==> src/rtl/hazard_ctrl.sv <==
// hazard_ctrl: stall/flush generation for the IF/ID, ID/EX, EX/MEM and MEM/WB
// pipeline registers. Handles load-use, branch redirect, imem/dmem wait and
// the sticky halt (normal halt or data-memory timeout).
// Optional feature macro: HAZARD_PERF_EN (builds stall/flush perf counters).
module hazard_ctrl #(
    parameter int unsigned MEM_TIMEOUT = 255
) (
    input  logic        clk,
    input  logic        rst,
    input  logic [2:0]  id_reg1_sel,
    input  logic [2:0]  id_reg2_sel,
    input  logic        id_rs_valid,
    input  logic        id_rt_valid,
    input  logic [2:0]  ex_write_reg,
    input  logic        ex_regWrite,
    input  logic        ex_memEn,
    input  logic        ex_memWrite,
    input  logic        ex_branch_taken,
    input  logic        imem_stall,
    input  logic        dmem_stall,
    input  logic        mem_halt,
    output logic        pc_stall,
    output logic        if_id_stall,
    output logic        id_ex_stall,
    output logic        ex_mem_stall,
    output logic        mem_wb_stall,
    output logic        if_id_flush,
    output logic        id_ex_flush,
    output logic        mem_wb_flush,
    output logic        halted,
    output logic        err,
    output logic [15:0] stall_cycles,
    output logic [15:0] flush_events
);

    localparam int unsigned CNT_W = 16;
    localparam logic [CNT_W-1:0] TIMEOUT = CNT_W'(MEM_TIMEOUT);

    typedef enum logic [1:0] {
        RUN      = 2'd0,
        MEM_WAIT = 2'd1,
        HALTED   = 2'd2
    } state_t;

    state_t           state;
    state_t           state_nxt;
    logic [CNT_W-1:0] wcnt;
    logic [CNT_W-1:0] wcnt_nxt;
    logic             err_nxt;
    logic             load_use_c;
    logic             branch_fire_c;

    // Load in EX whose destination is read by the instruction in ID.
    assign load_use_c = ex_memEn & ~ex_memWrite & ex_regWrite &
                        ((id_rs_valid & (id_reg1_sel == ex_write_reg)) |
                         (id_rt_valid & (id_reg2_sel == ex_write_reg)));

    // State, wait counter and sticky status flags.
    always_ff @(posedge clk or negedge rst) begin
        if (!rst) begin
            state  <= RUN;
            wcnt   <= '0;
            err    <= 1'b0;
            halted <= 1'b0;
        end else begin
            state  <= state_nxt;
            wcnt   <= wcnt_nxt;
            err    <= err_nxt;
            halted <= (state_nxt == HALTED);
        end
    end

    // Next state plus prioritised stall/flush decode.
    always_comb begin
        state_nxt     = state;
        wcnt_nxt      = wcnt;
        err_nxt       = err;
        pc_stall      = 1'b0;
        if_id_stall   = 1'b0;
        id_ex_stall   = 1'b0;
        ex_mem_stall  = 1'b0;
        mem_wb_stall  = 1'b0;
        if_id_flush   = 1'b0;
        id_ex_flush   = 1'b0;
        mem_wb_flush  = 1'b0;
        branch_fire_c = 1'b0;

        case (state)
            RUN: begin
                if (dmem_stall) begin
                    state_nxt = MEM_WAIT;
                    wcnt_nxt  = CNT_W'(1);
                end else if (mem_halt) begin
                    state_nxt = HALTED;
                end
            end
            MEM_WAIT: begin
                if (dmem_stall) begin
                    if (wcnt >= TIMEOUT) begin
                        state_nxt = HALTED;
                        err_nxt   = 1'b1;
                    end else begin
                        wcnt_nxt = CNT_W'(wcnt + CNT_W'(1));
                    end
                end else begin
                    wcnt_nxt  = '0;
                    // A halt that arrived during the wait is honoured now.
                    state_nxt = mem_halt ? HALTED : RUN;
                end
            end
            HALTED: begin
                state_nxt = HALTED;
            end
            default: begin
                state_nxt = RUN;
                wcnt_nxt  = '0;
            end
        endcase

        if (rst) begin
            if (state == HALTED) begin
                pc_stall     = 1'b1;
                if_id_stall  = 1'b1;
                id_ex_stall  = 1'b1;
                ex_mem_stall = 1'b1;
                mem_wb_stall = 1'b1;
            end else if (dmem_stall) begin
                pc_stall     = 1'b1;
                if_id_stall  = 1'b1;
                id_ex_stall  = 1'b1;
                ex_mem_stall = 1'b1;
                mem_wb_flush = 1'b1;
            end else if (ex_branch_taken) begin
                if_id_flush   = 1'b1;
                id_ex_flush   = 1'b1;
                branch_fire_c = 1'b1;
            end else if (load_use_c) begin
                pc_stall    = 1'b1;
                if_id_stall = 1'b1;
                id_ex_flush = 1'b1;
            end else if (imem_stall) begin
                pc_stall    = 1'b1;
                if_id_flush = 1'b1;
            end
        end
    end

`ifdef HAZARD_PERF_EN
    // Saturating performance counters.
    always_ff @(posedge clk or negedge rst) begin
        if (!rst) begin
            stall_cycles <= '0;
            flush_events <= '0;
        end else begin
            if (pc_stall && (state != HALTED) && (stall_cycles != '1)) begin
                stall_cycles <= CNT_W'(stall_cycles + CNT_W'(1));
            end
            if (branch_fire_c && (flush_events != '1)) begin
                flush_events <= CNT_W'(flush_events + CNT_W'(1));
            end
        end
    end
`else
    assign stall_cycles = '0;
    assign flush_events = '0;
`endif

endmodule
==> config.mk <==
export PLATFORM = sky130hd
export DESIGN_NAME = hazard_ctrl
export DESIGN_NICKNAME = d
export VERILOG_FILES = /design/src/rtl/hazard_ctrl.sv
export SDC_FILE = /design/constraint.sdc
export NUM_CORES = 1
export LEC_CHECK = 0
export CAP_MARGIN = 30
export CORE_ASPECT_RATIO = 0.7
export CORE_MARGIN = 5
export CORE_UTILIZATION = 45
export CTS_CLUSTER_DIAMETER = 40
export DETAILED_ROUTE_END_ITERATION = 10
export GPL_TIMING_DRIVEN = 0
export PLACE_DENSITY = 0.86
export SYNTH_ARGS = -nofsm -noshare
export SYNTH_HDL_FRONTEND = slang
export SYNTH_SLANG_ARGS = --single-unit
==> constraint.sdc <==
create_clock -name clk -period 3.35 [get_ports clk]
set_input_delay 0.5025 -clock clk [delete_from_list [all_inputs] [get_ports clk]]
set_output_delay 0.5025 -clock clk [all_outputs]
set_load 0.1 [all_outputs]
# Yosys cells after proc, flatten, opt, wreduce, memory -nomap -nowiden
# Index checks and enable logic that the tools add are counted.
# Widths: inputs -> output; s select.
[word_totals]
regBits = 20
input_bits = 20
output_inout_bits = 42
elab_cells = 61
[op_classes]
n_addsub = 1
magnitude_cmp = 1
eq_ne = 7
n_mux = 37
bitwise = 8
reduce_logical = 3
[op_table]
columns = ["op", "n"]
rows = [
  ["$mux 16", 3],
  ["$pmux 16 s3", 1],
  ["$mux 1", 27],
  ["$add 16x1->16 const B", 1],
  ["$ge 16x8->1 const B", 1],
  ["$mux 2", 5],
  ["$eq 3x3->1", 2],
  ["$pmux 2 s3", 1],
  ["$reduce_and 3->1", 2],
  ["$and 1x1->1", 5],
  ["$eq 2x2->1 const B", 2],
  ["$ne 3x3->1 const B", 1],
  ["$eq 2x1->1 const B", 1],
  ["$logic_not 2->1", 1],
  ["$ne 2x2->1 const B", 1],
  ["$not 1->1", 2],
  ["$or 1x1->1", 1],
]

# Logic depth before layout (Yosys ltp)
# Gate-level depths: netlist of the first run.
[logic_depth]
ltp_word = 9
mapped_depth = 6
depth_no_buf = 6

# Least setup slack after synthesis of the first run
# OpenSTA, ideal clock, no wires.
[synth_path]
path_kind = "input -> output"
startpoint = "input port id_reg1_sel[0]"
endpoint = "output port pc_stall"
t_arrival_ps = 3285
t_required_ps = 2847
slack_ps = -438
path_stages = 5
n_path_buf = 0
cell_sequence = "xnor2_1 -> nand4_1 -> a211o_1 -> nor2b_1 -> o21ai_0"
[synth_via]
elab_chain_cells = 9
[synth_lines]
columns = ["element", "line", "text"]
rows = [
  ["from (decl)", "10", "input logic [2:0] id_reg1_sel,"],
  ["$eq 3x3->1", "55", "((id_rs_valid & (id_reg1_sel == ex_write_reg)) |"],
  ["$and 1x1->1", "55", ""],
  ["$or 1x1->1", "55", ""],
  ["$and 1x1->1", "54", "assign load_use_c = ex_memEn & ~ex_memWrite & ex_regWrite &"],
  ["$mux 1", "137", "end else if (load_use_c) begin"],
  ["$mux 1", "133", "end else if (ex_branch_taken) begin"],
  ["$mux 1", "127", "end else if (dmem_stall) begin"],
  ["$mux 1", "121", "if (state == HALTED) begin"],
  ["$mux 1", "120", "if (rst) begin"],
  ["to (decl)", "22", "output logic pc_stall,"],
]
# No other way between the ends.

# Final worst setup path of the first run
[layout_path]
startpoint = "input port ex_write_reg[1]"
endpoint = "output port pc_stall"
[layout_via]
elab_chain_cells = 9
elab_cells_between_ends = 11
classes_between = "2 x eq/ne; 5 x mux; 4 x bitwise"
[layout_lines]
columns = ["element", "line", "text"]
rows = [
  ["from (decl)", "14", "input logic [2:0] ex_write_reg,"],
  ["$eq 3x3->1, on equally long branches", "55, 56", ""],
  ["$and 1x1->1, on equally long branches", "55, 56", ""],
  ["$or 1x1->1 *", "55", ""],
  ["$and 1x1->1 *", "54", ""],
  ["$mux 1 *", "137", ""],
  ["$mux 1 *", "133", ""],
  ["$mux 1 *", "127", ""],
  ["$mux 1 *", "121", ""],
  ["$mux 1 *", "120", ""],
]
# Mark *: on every way between the ends. The rest lies on a longest branch, timed or not.

==> flow_summary.ini, run 1 <==
[sta]
setup_viol = 0
setup_ws_ps = 76.1
min_period_ps = 3270
fmax_mhz = 305
slew_headroom_pct = 33.8
max_slew.worst_pin.slew_ps = 990
rsz0062_at_grt = false
finalCritPeriodShare_pct = 97.7
finalHoldViolCount = 0
setup-tns-final_ps = 0
maxSlewViolCount = 0
fin_skew_ps = 3.13

[clocking]
cts_buffers = 3
cts.sinks = 20
htree_levels = 1
clockBufferDepth = 2
post_cts_buffers = 0
worstSkewPairLatency_ps = 260
hold_buffers = 0
root_buffer = clkbuf_8
cts_tree = done
cts.clk_slew.worst_paths_ps = 70

[global_route]
grt_pass1_vias = 1206
antenna_found_initial = 0
overflow = 0
grt_pass1_wl_mm = 5.51
grt.total_usage_pct = 16.6
grt_max_degree = 19

[synth]
ys_seq_elements = 20
ys_warn_count = 0
yosysTopAreaCell = dfrtp_1
synth_cells = 155
avgSynthCellArea_um2 = 8.80
netlist_area_mm2 = 0.00136
synth.yosys.seq_area_share_pct = 36.7
synth_cell_types = 36
synth_top_area_share_pct = 36.7
synth_area_leaders = dfrtp_1 (37%), buf_4 (18%), xnor2_1 (6.4%)

[cells_and_area]
fin_util_pct = 66.7
layout_commonest_cell = buf_4
syn_to_final_growth_pct = 39.0
final_nets = 242
drive_gt1_share_pct = 18.6
fin_cells = 256
insertedDiodeCount = 0
final_cell_mix = buf_4 (33), conb_1 (32), clkdlybuf4s50_1 (21)
fillers = 248

[critical_path]
startpoint_type = input pin
end_kind = output port
worstPathArrival_ps = 2770
path_cells = clkdlybuf4s50_1 > xnor2_1 > nand4_1 > a211o_1 > nor2b_1 > o21ai_1 > dlygate4sd2_1
critPathMaxFanout = 4
reg2reg_from = wcnt[12]
crit_required_ps = 2850
startpoint = ex_write_reg[1]
max_stage_delay_ps = 880
cp_num_buf_inv = 2
critical_path_class = input pin to output port
worst_path_max_delay_cell = dlygate4sd2_1
path_delay_family = buffers and inverters

[die]
io_pins = 62
die_w_um = 75.8
die-area_mm2 = 0.00425
dieHeight_um = 56.1
coreArea_mm2 = 0.00284
start_util_pct = 48.0
fp-row-count = 16

[route]
drc = 0
drt_wl_total_mm = 3.33
first_pass_iters = 4
postRouteAntennaNets = 0
routedWlPerCell_um = 13.0
drt_iter0_drc = 82
dr_total_vias = 1238
detail_route.vias_per_cell = 4.84

[status]
status = complete, no violations

[run]
drv_cap = 0

[worst_hold_path]
hold_class = flip-flop to flip-flop
min_from = err

[power]
power.leakage_nw = 0.964
powerDensity_mw_per_mm2 = 530
ir_drop_v = 0.000413

[placement]
gp_congestion = 0.831
dp_cells = 252
place_ws_ps = -204
hpwl_mm = 2.75
portBuffers = 29
==> repair_timing <==
action                                 CTS  global route
endpoints found under the hold margin    0             0
setup endpoints to repair                6             2
gates resized for setup                  6             2
pin swaps                                0             0
==> worst reg2reg max path, stage by stage (launching register included) <==
cell     delay, ps
dfrtp_1        400
nor4_1         420
nand2_1        220
nor2_1         270
nor2_1         160
or2_2          290
==> final cells by class <==
| type | instances | area [um2] | share of cell area [%] |
|---|---|---|---|
| clock buffer | 4 | 55.1 | 2.90 |
| sequential | 20 | 500 | 26.4 |
| buffer | 35 | 255 | 13.5 |
| inverter | 5 | 18.8 | 0.990 |
| timing repair buffer | 30 | 315 | 16.6 |
| multi-input combinational | 126 | 706 | 37.2 |
| tap | 36 | 45.0 | 2.38 |
==> metrics by stage <==
stage	hold slack [ps]	area, um2	power [mW]
floorplan	207	1480	0.726
global placement	458	1820	0.818
detailed placement	466	1840	0.833
CTS	483	1890	1.01
global route	518	1900	1.05
finish	483	1900	1.00
==> synthesized netlist by cell type (all sizes together) <==
| cell | n |
|---|---|
| nand2b | 1 |
| o22a | 1 |
| o211ai | 1 |
| nand4 | 5 |
| o41ai | 1 |
| and2b | 1 |
| conb | 1 |
| nand3b | 1 |
| xnor2 | 10 |
| a21oi | 6 |
| a22oi | 1 |
| clkbuf | 2 |
| nand2 | 13 |
| o311ai | 1 |
| nor4 | 3 |
| a211o | 3 |
| a41oi | 1 |
| o21ai | 11 |
| or4 | 1 |
| nor2 | 6 |
| inv | 5 |
| nor2b | 2 |
| and2 | 7 |
| nor3 | 2 |
| o22ai | 4 |
| o21a | 1 |
| dfrtp | 20 |
| and3 | 2 |
| nand3 | 5 |
| or2 | 1 |
| ha | 1 |
| buf | 33 |
| mux2i | 2 |
==> sequential cells by signal, indices dropped and copies added (netlist names) <==
signal / count
err: 1
halted: 1
state: 2
wcnt: 16
==> power by group <==
part / total [mW] / switching (mW) / internal (mW)
logic: 0.529 / 0.401 / 0.128
registers: 0.296 / 0.0306 / 0.266
clock network: 0.179 / 0.0747 / 0.105
total: 1.00 / 0.506 / 0.498
==> worst paths after layout <==
check                      endpoint  slack [ps]  depth (start not counted)
max in group asynchronous   wcnt[1]        2360                          2
hold reg to reg                 err         480                          1
hold / removal                  err         480                          1
setup / recovery           pc_stall          80                          7
min in group asynchronous  wcnt[12]         560                          1
setup reg to reg                err        1470                          5
==> metal layers <==
| metal | track usage (%) | vias up | routed length, um |
|---|---|---|---|
| li1 | - | 605 | - |
| met1 | 21.5 | 551 | 1320 |
| met2 | 26.0 | 74 | 1630 |
| met3 | 6.14 | 8 | 330 |
| met4 | 3.74 | 0 | 45 |
| met5 | 0 | - | 0 |
==> cell families after synthesis <==
group	share of synthesized area (%)
other cells	0.275
buf+inv	20.1
mux	1.47
flops	36.7
compound gates	14.2
simple gates	19.9
fa+ha+maj	0.917
xor+xnor	6.42
Power figures use the tool's default switching activity.
==> run 2, diff against run 1 <==
- CORE_UTILIZATION: 45 -> 39
- CTS_BUF_LIST: unset -> sky130_fd_sc_hd__clkbuf_4
- PLACE_DENSITY: 0.86 -> 0.79
- TNS_END_PERCENT: unset -> 5
- clock period: 3.35 -> 2.95 ns (I/O delays scaled with it)
==> run 2 against run 1 <==
- global-route usage is 3.3 points lower
- sequential cell count stayed put
- critical path depth stayed put
- clock skew is 4.5 ps higher
- core utilization is 13 points lower
- clock-buffer cell count is 1 lower
- via count is 7.6% lower
- combinational power is 12% higher
- routed wire length is 10% lower
- critical endpoint unchanged
==> flow_summary.ini, run 2 (synthesis results as in run 1) <==
[status]
status = complete, no violations

[clocking]
cts.clk_slew.worst_paths_ps = 110
worstSkewPairLatency_ps = 300
cts.sinks = 20
clockBufferDepth = 2
cts_buffers = 3
root_buffer = clkbuf_4
post_cts_buffers = 0
htree_levels = 1
cts_tree = done

[cells_and_area]
reg_top3 = wcnt (16), state (2)
largest_reg_flops = 16
final_cell_mix = buf_4 (34), conb_1 (32), clkdlybuf4s50_1 (21)
insertedDiodeCount = 0
fin_util_pct = 53.9
syn_to_final_growth_pct = 36.2
layout_commonest_cell = buf_4
largest-register = wcnt
final_nets = 242
drive_gt1_share_pct = 21.9

[power]
ir_drop_v = 0.000499
powerDensity_mw_per_mm2 = 570
power.leakage_nw = 0.901

[global_route]
grt_max_degree = 17
antenna_found_initial = 0
overflow = 0
grt_pass1_wl_mm = 4.95
grt.total_usage_pct = 13.3
grt_pass1_vias = 1040

[critical_path]
end_kind = output port
critical_path_class = input pin to output port
path_cells = clkdlybuf4s50_1 > xnor2_1 > nand4_1 > a211o_1 > nor2b_1 > o21ai_1 > clkdlybuf4s15_2
critPathMaxFanout = 4
worst_path_max_delay_cell = clkdlybuf4s15_2
worstPathArrival_ps = 2370
r2r_cells = 6
startpoint_type = input pin
max_stage_delay_ps = 570
r2r_slack_ps = 1140
crit_required_ps = 2510

[sta]
rsz0062_at_grt = false
setup_ws_ps = 136
finalCritPeriodShare_pct = 95.4
max_slew.worst_pin.slew_ps = 977
min_period_ps = 2810
setup_viol = 0
maxSlewViolCount = 0
setup-tns-final_ps = 0
finalHoldViolCount = 0
slew_headroom_pct = 34.6
fin_skew_ps = 7.66
fmax_mhz = 355

[die]
fp-row-count = 18
die_w_um = 80.7
start_util_pct = 39.6
die-area_mm2 = 0.00480
coreArea_mm2 = 0.00345
io_pins = 62
dieHeight_um = 59.5

[route]
dr_total_vias = 1144
routedWlPerCell_um = 11.1
detail_route.vias_per_cell = 4.25
postRouteAntennaNets = 0
drc = 0
drt_wl_total_mm = 2.98
drt_iter0_drc = 60
first_pass_iters = 4

[worst_hold_path]
hold_class = input pin to asynchronous set/reset pin

[placement]
portBuffers = 29
hpwl_mm = 2.52
gp_congestion = 0.858
place_ws_ps = -467

[run]
drv_cap = 0
==> run 2: final timing paths <==
| kind | start | end |
|---|---|---|
| worst min register to register | err | err |
| worst min-delay path | rst | wcnt[3] |
| worst max-delay path | ex_write_reg[2] | pc_stall |
| worst max register to register | wcnt[0] | wcnt[13] |
| min in group clk | err | err |
| max in group asynchronous | rst | wcnt[15] |
==> run 2: layer usage <==
| metal | share of wire, % | GRT usage [%] | wire [um] |
|---|---|---|---|
| met1 | 48 | 19.5 | 1430 |
| met2 | 44 | 19.7 | 1320 |
| met3 | 7.4 | 4.41 | 220 |
| met4 | 0.34 | 1.45 | 10 |
| met5 | 0 | 0 | 0 |
==> run 2: metrics by stage <==
step / total power [mW] / area, um2 / cells / hold WS [ps]
after floorplan: 0.824 / 1480 / 186 / 147
after global placement: 0.931 / 1830 / 265 / 456
after detailed placement: 0.941 / 1850 / 266 / 464
after CTS: 1.06 / 1870 / 269 / 470
after global routing: 1.11 / 1860 / 269 / 496
final: 1.06 / 1860 / 269 / 457
==> run 2: power by group <==
part           internal [mW]  switching, mW  total [mW]  leakage [nW]
Sequential             0.301         0.0326       0.334         0.271
Combinational          0.142          0.453       0.595         0.616
Clock                 0.0476         0.0820       0.130        0.0138
==> run 2: worst max-delay path, delay by kind of cell <==
family	cells	cell delay, ps
xor+xnor	1	140
buf+inv	2	1090
compound gates	2	440
simple gates	2	250
==> run 2: final cells by class <==
type                            count  area, um2
Clock buffer                        3       22.5
Sequential cell                    20        500
Multi-Input combinational cell    126        706
Timing Repair Buffer               30        293
Tap cell                           50       62.6
Inverter                            5       18.8
Buffer                             35        255
Fill cell                         304       1590
==> run 2: what timing repair did <==
action	CTS	global route
pin swaps	0	0
hold buffers	0	0
resized for setup	18	6
setup endpoints to repair	8	3
